File: src/rtl/led_blink_sequencer.sv
// FPro slot core that steps the blinker's four period inputs through a
// 4-entry pattern table, holding each entry for a programmable number of ticks.
module led_blink_sequencer #(
   parameter int TICK_DIV = 100000
) (
   input  logic        clk,
   input  logic        reset,
   input  logic        cs,
   input  logic        read,
   input  logic        write,
   input  logic [4:0]  addr,
   input  logic [31:0] wr_data,
   output logic [31:0] rd_data,
   output logic [15:0] num0,
   output logic [15:0] num1,
   output logic [15:0] num2,
   output logic [15:0] num3,
   output logic        busy
);

   localparam logic [1:0] IDLE  = 2'd0;
   localparam logic [1:0] LOAD  = 2'd1;
   localparam logic [1:0] DWELL = 2'd2;

   localparam int              PW         = (TICK_DIV > 1) ? $clog2(TICK_DIV) : 1;
   localparam logic [PW-1:0]   PRESC_LAST = PW'(TICK_DIV - 1);

   logic [1:0]    state;
   logic [1:0]    step;
   logic          done;
   logic          loop;
   logic [15:0]   dwell_cnt;
   logic [PW-1:0] presc;

   logic [15:0] tbl_n0    [4];
   logic [15:0] tbl_n1    [4];
   logic [15:0] tbl_n2    [4];
   logic [15:0] tbl_n3    [4];
   logic [15:0] tbl_dwell [4];

   logic       wr_en, ctrl_wr, tbl_wr, start, stop, tick;
   logic [1:0] tsel;
   logic       unused_read;

   // Reads have no side effects, so the read strobe is not needed.
   assign unused_read = read;

   assign wr_en   = cs & write;
   assign ctrl_wr = wr_en && (addr == 5'd0);
   assign tbl_wr  = wr_en && addr[4];
   assign stop    = ctrl_wr & wr_data[1];
   assign start   = ctrl_wr & wr_data[0] & ~wr_data[1];
   assign tick    = (presc == PRESC_LAST);
   assign tsel    = addr[3:2];
   assign busy    = (state == LOAD) || (state == DWELL);

   always_ff @(posedge clk or posedge reset) begin
      if (reset) begin
         for (int i = 0; i < 4; i++) begin
            tbl_n0[i]    <= '0;
            tbl_n1[i]    <= '0;
            tbl_n2[i]    <= '0;
            tbl_n3[i]    <= '0;
            tbl_dwell[i] <= '0;
         end
      end else if (tbl_wr) begin
         case (addr[1:0])
            2'd0: begin
               tbl_n0[tsel] <= wr_data[15:0];
               tbl_n1[tsel] <= wr_data[31:16];
            end
            2'd1: begin
               tbl_n2[tsel] <= wr_data[15:0];
               tbl_n3[tsel] <= wr_data[31:16];
            end
            2'd2:    tbl_dwell[tsel] <= wr_data[15:0];
            default: ;
         endcase
      end
   end

   // Stop beats start; start restarts from step 0 even when already running.
   always_ff @(posedge clk or posedge reset) begin
      if (reset) begin
         state     <= IDLE;
         step      <= 2'd0;
         done      <= 1'b0;
         loop      <= 1'b0;
         dwell_cnt <= '0;
         presc     <= '0;
         num0      <= '0;
         num1      <= '0;
         num2      <= '0;
         num3      <= '0;
      end else begin
         if (ctrl_wr)
            loop <= wr_data[2];
         if (stop) begin
            state <= IDLE;
         end else if (start) begin
            state <= LOAD;
            step  <= 2'd0;
            done  <= 1'b0;
         end else begin
            case (state)
               IDLE: ;
               LOAD: begin
                  num0      <= tbl_n0[step];
                  num1      <= tbl_n1[step];
                  num2      <= tbl_n2[step];
                  num3      <= tbl_n3[step];
                  dwell_cnt <= (tbl_dwell[step] == 16'd0) ? 16'd1 : tbl_dwell[step];
                  presc     <= '0;
                  state     <= DWELL;
               end
               DWELL: begin
                  if (tick) begin
                     presc     <= '0;
                     dwell_cnt <= dwell_cnt - 16'd1;
                     if (dwell_cnt == 16'd1) begin
                        if (step != 2'd3) begin
                           step  <= step + 2'd1;
                           state <= LOAD;
                        end else if (loop) begin
                           step  <= 2'd0;
                           state <= LOAD;
                        end else begin
                           state <= IDLE;
                           done  <= 1'b1;
                        end
                     end
                  end else begin
                     presc <= presc + 1'b1;
                  end
               end
               default: state <= IDLE;
            endcase
         end
      end
   end

   always_comb begin
      rd_data = '0;
      if (addr == 5'd0) begin
         rd_data = {29'b0, loop, 2'b0};
      end else if (addr == 5'd1) begin
         rd_data = {23'b0, done, 2'b0, step, 3'b0, busy};
      end else if (addr[4]) begin
         case (addr[1:0])
            2'd0:    rd_data = {tbl_n1[tsel], tbl_n0[tsel]};
            2'd1:    rd_data = {tbl_n3[tsel], tbl_n2[tsel]};
            2'd2:    rd_data = {16'b0, tbl_dwell[tsel]};
            default: rd_data = '0;
         endcase
      end
   end

endmodule

File: config.mk
export PLATFORM = sky130hd
export DESIGN_NAME = led_blink_sequencer
export DESIGN_NICKNAME = d
export VERILOG_FILES = /design/src/rtl/led_blink_sequencer.sv
export SDC_FILE = /design/constraint.sdc
export NUM_CORES = 1
export LEC_CHECK = 0
export CAP_MARGIN = 15
export CORE_ASPECT_RATIO = 1.75
export CORE_MARGIN = 2
export CORE_UTILIZATION = 55
export DETAILED_ROUTE_END_ITERATION = 16
export PLACE_DENSITY = 0.75
export SETUP_SLACK_MARGIN = 0.05
export SYNTH_ARGS = -nofsm -noshare
export SYNTH_HDL_FRONTEND = slang
export SYNTH_SLANG_ARGS = --single-unit
File: constraint.sdc
create_clock -name clk -period 24.4 [get_ports clk]
set_clock_uncertainty 0.1 [all_clocks]
set_input_delay 7.32 -clock clk [delete_from_list [all_inputs] [get_ports clk]]
set_output_delay 7.32 -clock clk [all_outputs]
set_load 0.03 [all_outputs]
[After elaboration in Yosys (flattened, before gate mapping)]
Index checks and enable logic that the tools add are counted.
Storage, ports and cells
  output and inout port bits: 97
  word-level logic and storage cells: 146
  register bits: 423
  bits of input ports: 42
Cells by class
  bitwise logic cells: 9
  multiplexer cells: 65
  add/sub/neg operators: 3
  reduce and logical (&&, ||, !) cells: 22
  equality and inequality tests: 14
  order comparisons: 3
Operators with widths (number)
  $mux W16: 23
  $bmux W16 S2: 10
  $bwmux W64: 5
  $mux W32: 3
  $pmux W32 S3: 1
  $pmux W17 S2: 1
  $demux W16 S2: 1
  $pmux W16 S2: 1
  $mux W2: 10
  $add A17 B1 Y17 const B: 1
  $eq A17 B17 Y1 const B: 1
  $mux W17: 1
  $eq A16 B1 Y1 const B: 1
  $logic_not A16 Y1: 1
  $sub A16 B1 Y16 const B: 1
  $reduce_and A3 Y1: 3
  $mux W1: 8
  $reduce_bool A2 Y1: 4
  $ge A3 B3 Y1 const B: 2
  $ne A2 B2 Y1 const B: 3
  $not A2 Y3: 2
  $pmux W2 S3: 1
  $reduce_and A2 Y1: 3
  $reduce_and A6 Y1: 1
  18 further kinds: 28

[Longest topological paths before layout]
Gate-level depths: netlist of run 1.
  depth after elaboration: 8
  gate-level depth with buffers: 9

[Worst setup path before layout of run 1]
OpenSTA, ideal clock, no wires.
  kind: input to output
  from: input port addr[2]
  to: output port rd_data[21]
  data required time: 16.980 ns
  path buffers: 4
  stages: 7
  arrival time: 9.169 ns
  path slack: 7.811 ns
  cells stage by stage: buf_2 > buf_2 > buf_2 > buf_2 > mux4_2 > nand2_1 > a21oi_1
Between the ends
  cells in the longest elaborated chain, start to end: 8
Ends and longest elaborated chain
  start, declared: RTL line 11  | input logic [4:0] addr,
  $not A2 Y3 (not written as such): RTL line 150, 151
  $bmux W16 S2 (on tied branches): RTL line 151, 150
  $mux W16 (on tied branches) (2 in series): RTL line 151, 150
  $pmux W32 S3: RTL line 149  | case (addr[1:0])
  $mux W32: RTL line 148  | end else if (addr[4]) begin
  $mux W32: RTL line 146  | end else if (addr == 5'd1) begin
  $mux W32 (*): RTL line 144  | if (addr == 5'd0) begin
  end, declared: RTL line 13  | output logic [31:0] rd_data,
Every way passes the cells marked *; elsewhere a longest branch is shown, timed or not. The select of a mux whose other input is x is not followed.

[Final worst setup path of run 1]
  from: input port addr[2]
  to: output port rd_data[13]
Between the ends
  cells in the longest elaborated chain, start to end: 8
Ends and longest elaborated chain (RTL line)
  $not A2 Y3 (not written as such): 150, 151, 152
  $bmux W16 S2 (on tied branches): 152, 150, 151
  $mux W16 (on tied branches) (2 in series): 152, 150, 151
  $pmux W32 S3: 149
  $mux W32: 148
  $mux W32: 146
  $mux W32 (*): 144
Marks and branches as above.

==> impl_metrics.tcl, run 1 <==
set metrics [dict create \
    worst_slack_ns 6.49 \
    place_ws_ns 6.40 \
    die_h_microns 264 \
    synth_area_leaders "dfrtp_1, mux2_2, mux4_2" \
    grt_pass1_vias 14500 \
    overflow 0 \
    nets 1590 \
    holdBufCountCts 0 \
    cts_buffer_depth 3 \
    tightest_slew_ns 1.13 \
    nFillCells 2824 \
    combPwrFrac 0.263 \
    grtUsageTotal 0.267 \
    grt_max_degree 135 \
    pwr-share-seq 0.431 \
    antenna_cells 0 \
    io_buffer_count 137 \
    synth.largest_area_cell "dfrtp_1" \
    period_needed_ns 17.91 \
    required_ns 16.98 \
    die_x_microns 153 \
    grt_pass1_wl_microns 83700 \
    dp.cells 1984 \
    timing.fmax_mhz 55.8 \
    power.density_mw_per_mm2 87.3 \
    dpl.hpwl_microns 32100 \
    finalHoldViolCount 0 \
    outcome "finished clean" \
    synth_edf_count 0 \
    cts_root_buf "clkbuf_16" \
    synth-seq-cells 423 \
    startpoint_type "input port" \
    core-area_sq_mm 0.0383 \
    dpl_cell_area_sq_mm 0.0230 \
    ys_async_sr_fraction 1.00 \
    ys_seq_area_frac 0.497 \
    synth_top_area_share 0.497 \
    avgSynthCellArea_sq_um 14.7 \
    max-cap-violations 0 \
    power.internal_mw 1.48 \
    power_switching_mw 0.647 \
    peakVddDrop_v 0.0000704 \
    cts_buffers 40 \
    final_cell_mix "dfrtp_1, mux2_2, mux4_2" \
    setup_viol 0 \
    drive_gt1_frac 0.417 \
    initialDrtViolationCount 787 \
    routed-via-count 13300 \
    clk_latency_ns 0.55 \
    final.setup.tns_ns 0 \
    ios 139 \
    final_common_cell "dfrtp_1" \
    synthFlopType "dfrtp_1" \
    postLayoutCoreUtil 0.638 \
    start_util 0.557 \
    cts_sinks 423 \
    ys_types 58 \
    rsz0062_at_grt "no" \
    critPathKind "in -> out" \
    postSynthCellCount 1453 \
    dieArea_sq_mm 0.0404 \
    clk_transition_reported_paths_ns 0.06 \
    cts_tree "built" \
    wl_per_cell_microns 25.8 \
    relSlewSlack 0.244 \
    post_cts_buffers 0 \
    areaGrowthSynthToFinish_pct 14.5 \
    hp-class "reg -> reg" \
    vias_per_cell 6.47 \
    syn_nets 1502 \
    final_cells 2054 \
    end_kind "output pin" \
    ant_nets 0 \
    cp_max_fo 56 \
    num_rows 95 \
    route.detailed.drc 0 \
    yosys_warnings 0 \
    syn_area_sq_mm 0.0213 \
    whs_ns 0.404 \
    cp.arrival_ns 10.49 \
    finalMaxSlewViolations 0 \
    grt_antenna_before_repair 0 \
    finalWirelength_microns 53000 \
    first_pass_iters 7 \
    ctsResizeCount 0 \
    power.total_mw 2.13 \
    power.leakage_nw 10.7 \
    clkPwrFrac 0.307 \
    htreeDepth 2 \
    period_share 0.734 \
    post-route-cell-area_sq_mm 0.0244 \
    p_sw_frac 0.304 \
    gp_congestion 0.846 \
]
area by class of cell:
| class | count | area, sq um | share of cell area |
|---|---|---|---|
| clock buffers | 56 | 1180 | 0.0485 |
| clock inverters | 14 | 183 | 0.00749 |
| inverters | 27 | 109 | 0.00446 |
| flip-flops and latches | 423 | 10600 | 0.434 |
| well taps | 485 | 607 | 0.0249 |
| repair buffers | 163 | 1570 | 0.0641 |
| multi-input cells | 886 | 10200 | 0.416 |
flip-flops by register name, indices dropped and copies added, names as in the netlist, 17 cells and up:
name and flops:
tbl_n1 64, tbl_dwell 64, presc 17, tbl_n3 64
tbl_n2 64, tbl_n0 64
synth_stat cells, types with 3 or more instances:
cell	count
nand3b_1	3
buf_4	7
mux2_2	381
and3_1	18
nand2b_1	6
a32o_1	3
clkbuf_1	39
nand3_1	12
or3_1	13
nor4_1	13
nand2_1	53
nor3_1	12
ha_1	7
mux2_1	9
or4_1	4
dfrtp_1	423
nand4_1	7
buf_2	36
mux4_2	160
and2_1	12
a221o_1	6
mux2i_1	24
inv_1	26
nor2_1	39
o21ai_0	12
a211o_1	4
buf_1	31
buf_6	3
or2_2	3
xnor2_1	10
a21oi_1	25
and4_1	3
nor4bb_1	3
o22ai_1	14
final timing paths:
check	start	endpoint	slack, ns	cells past startpoint
min in group asynchronous	reset	tbl_n0[39]$_DFFE_PP0P_	7.27	2
max in group asynchronous	reset	tbl_n0[18]$_DFFE_PP0P_	13.63	5
worst max register to register	step[0]$_DFFE_PP0P_	dwell_cnt[0]$_DFFE_PP0P_	20.78	6
worst max-delay path	addr[2]	rd_data[13]	6.49	7
worst min-delay path	num0[7]$_DFFE_PP0P_	num0[7]$_DFFE_PP0P_	0.40	1
worst min register to register	num0[7]$_DFFE_PP0P_	num0[7]$_DFFE_PP0P_	0.40	1
worst max-delay path, cell delays in order:
cell and delay, ns:
buf_6 0.60, buf_4 0.69, mux4_2 0.61, mux2i_1 0.21
o22ai_1 0.13, and2_1 0.23, clkdlybuf4s50_1 0.60
cells by family after synthesis:
group	Yosys count	share of synthesized area
buf+inv	144	0.0298
xor+xnor	10	0.00411
flops	423	0.497
fa+ha+maj	7	0.00411
compound gates	84	0.0271
mux	574	0.386
simple gates	211	0.0521
power groups by stage:
stage          Sequential (mW)  Clock, mW  Combinational [mW]
3_3_place_gp             0.916          0               0.551
5_1_grt                  0.933      0.691               0.597
4_1_cts                  0.916      0.665               0.566
2_1_floorplan            0.990          0               0.300
6_report                 0.917      0.653               0.560
3_5_place_dp             0.927          0               0.563
layer usage:
layer | track usage | part of all wire | vias up
met4 | 0.0978 | 0.036 | 0
li1 | - | - | 5662
met2 | 0.478 | 0.54 | 411
met3 | 0.0433 | 0.054 | 91
met5 | 0 | 0 | -
met1 | 0.326 | 0.37 | 7121
Note: power is estimated with default switching activity, not from simulation.
==> inputs of run 2 (changes only) <==
Clock period 24.4 ns to 18 ns, I/O delays scaled along.
==> run 2 against run 1 <==
Against the previous run:
- setup slack got worse by 2.6 ns
- register-to-register slack worse by 6.5 ns
- sequential power is 35% higher
- largest power group unchanged
- highest routed layer is now met5
==> impl_metrics.tcl, run 2 (synthesized netlist as in run 1, its figures left out) <==
set metrics [dict create \
    outcome "finished clean" \
    final_cell_mix "dfrtp_1, mux2_2, mux4_2" \
    relSlewSlack 0.256 \
    ctsResizeCount 0 \
    wl_per_cell_microns 25.6 \
    slowest_delay_ns 0.80 \
    grt_max_degree 160 \
    cts_buffer_depth 3 \
    dieArea_sq_mm 0.0404 \
    cts_sinks 423 \
    cp_slowest_cell "buf_4" \
    finalWirelength_microns 52500 \
    period_needed_ns 14.10 \
    cp.arrival_ns 8.60 \
    nets 1589 \
    initialDrtViolationCount 831 \
    final.setup.tns_ns 0 \
    finalMaxSlewViolations 0 \
    routed-via-count 13300 \
    areaGrowthSynthToFinish_pct 13.8 \
    ant_nets 0 \
    grt_antenna_before_repair 1 \
    startpoint_type "input port" \
    cp_max_fo 49 \
    num_rows 95 \
    clkPwrFrac 0.288 \
    core-area_sq_mm 0.0383 \
    max-cap-violations 0 \
    worst_slack_ns 3.90 \
    hp-class "reg -> reg" \
    final_common_cell "dfrtp_1" \
    finalHoldViolCount 0 \
    overflow 0 \
    power.internal_mw 1.95 \
    drive_gt1_frac 0.412 \
    cts_tree "built" \
    required_ns 12.50 \
    power.leakage_nw 10.6 \
    grt_pass1_vias 14400 \
    htreeDepth 2 \
    dpl.hpwl_microns 32200 \
    crit_chain "buf_6 > buf_4 > mux4_2 > mux2i_1 > o22ai_1 > a32o_1 > clkdlybuf4s50_1" \
    cts_root_buf "clkbuf_16" \
    end_kind "output pin" \
    nFillCells 2951 \
    post_cts_buffers 0 \
    start_util 0.557 \
    clk_latency_ns 0.55 \
    grtUsageTotal 0.267 \
    ios 139 \
    period_share 0.783 \
    power_switching_mw 0.864 \
    clk_transition_reported_paths_ns 0.06 \
    peakVddDrop_v 0.000131 \
    first_pass_iters 5 \
    vias_per_cell 6.48 \
    power.density_mw_per_mm2 116 \
    rsz0062_at_grt "no" \
    antenna_cells 0 \
    grt_pass1_wl_microns 83900 \
    tightest_slew_ns 1.12 \
    place_ws_ns 3.83 \
    combPwrFrac 0.269 \
    critPathKind "in -> out" \
    pwr-share-seq 0.443 \
    io_buffer_count 137 \
    setup_viol 0 \
    p_sw_frac 0.308 \
    regArea_sq_mm 0.0106 \
    cts_buffers 40 \
    holdBufCountCts 0 \
    gp_congestion 0.860 \
    timing.fmax_mhz 70.9 \
    die_h_microns 264 \
    route.detailed.drc 0 \
    die_x_microns 153 \
    multi_input_area_sq_mm 0.0102 \
]
run 2: cell types whose count changed in the layout (fill, tap and decap cells not counted):
cell       change
buf_12         +1
buf_4          -2
clkbuf_8       -2
bufinv_16      -4
clkinv_2       -2
clkbuf_1       +7
inv_6          -2
run 2: critical path, delay by kind of cell:
family | cells | cell delay, ns
buffers and inverters | 3 | 1.90
muxes | 2 | 0.76
AOI/OAI and AO/OA | 2 | 0.44
run 2: area by class of cell:
cell class	instances	area share
clock buffer	61	0.0487
timing repair buffer	162	0.0647
inverter	27	0.00449
multi-input combinational	886	0.419
clock inverter	6	0.00144
sequential	423	0.437
tap	485	0.0250
run 2: final timing paths:
check                           depth (start not counted)  slack, ns                  endpoint                start
worst max-delay path                                    7       3.90                rd_data[8]              addr[2]
worst min-delay path                                    1       0.40          done$_DFFE_PP0P_     done$_DFFE_PP0P_
worst max register to register                          7      14.26  dwell_cnt[0]$_DFFE_PP0P_  step[0]$_DFFE_PP0P_
worst min register to register                          1       0.40          done$_DFFE_PP0P_     done$_DFFE_PP0P_
max in group asynchronous                               5       9.46    tbl_n1[23]$_DFFE_PP0P_                reset
min in group asynchronous                               2       5.41    tbl_n0[55]$_DFFE_PP0P_                reset
run 2: stage by stage:
step,std cells,instance area [sq um],utilization,power [mW],hold WS (ns)
2_1_floorplan,1453,21300,-,1.75,0.360
3_3_place_gp,1983,23000,0.602,1.99,0.381
3_5_place_dp,1983,23000,0.602,2.02,0.381
4_1_cts,2050,24300,0.634,2.83,0.398
5_1_grt,2050,24300,0.634,2.94,0.419
6_report,2050,24300,0.634,2.81,0.398
run 2: routing by layer:
| layer | up-vias | GRT usage | part of all wire |
|---|---|---|---|
| met5 | - | 0 | 0.00021 |
| met4 | 2 | 0.112 | 0.043 |
| met3 | 123 | 0.0430 | 0.048 |
| met2 | 374 | 0.467 | 0.53 |
| met1 | 7132 | 0.330 | 0.38 |
| li1 | 5657 | - | - |
run 2: power by group through the flow:
stage / Clock (mW) / Combinational [mW] / Sequential, mW
2_1_floorplan: 0 / 0.407 / 1.34
3_3_place_gp: 0 / 0.747 / 1.24
3_5_place_dp: 0 / 0.761 / 1.26
4_1_cts: 0.826 / 0.766 / 1.24
5_1_grt: 0.863 / 0.811 / 1.27
6_report: 0.810 / 0.757 / 1.24
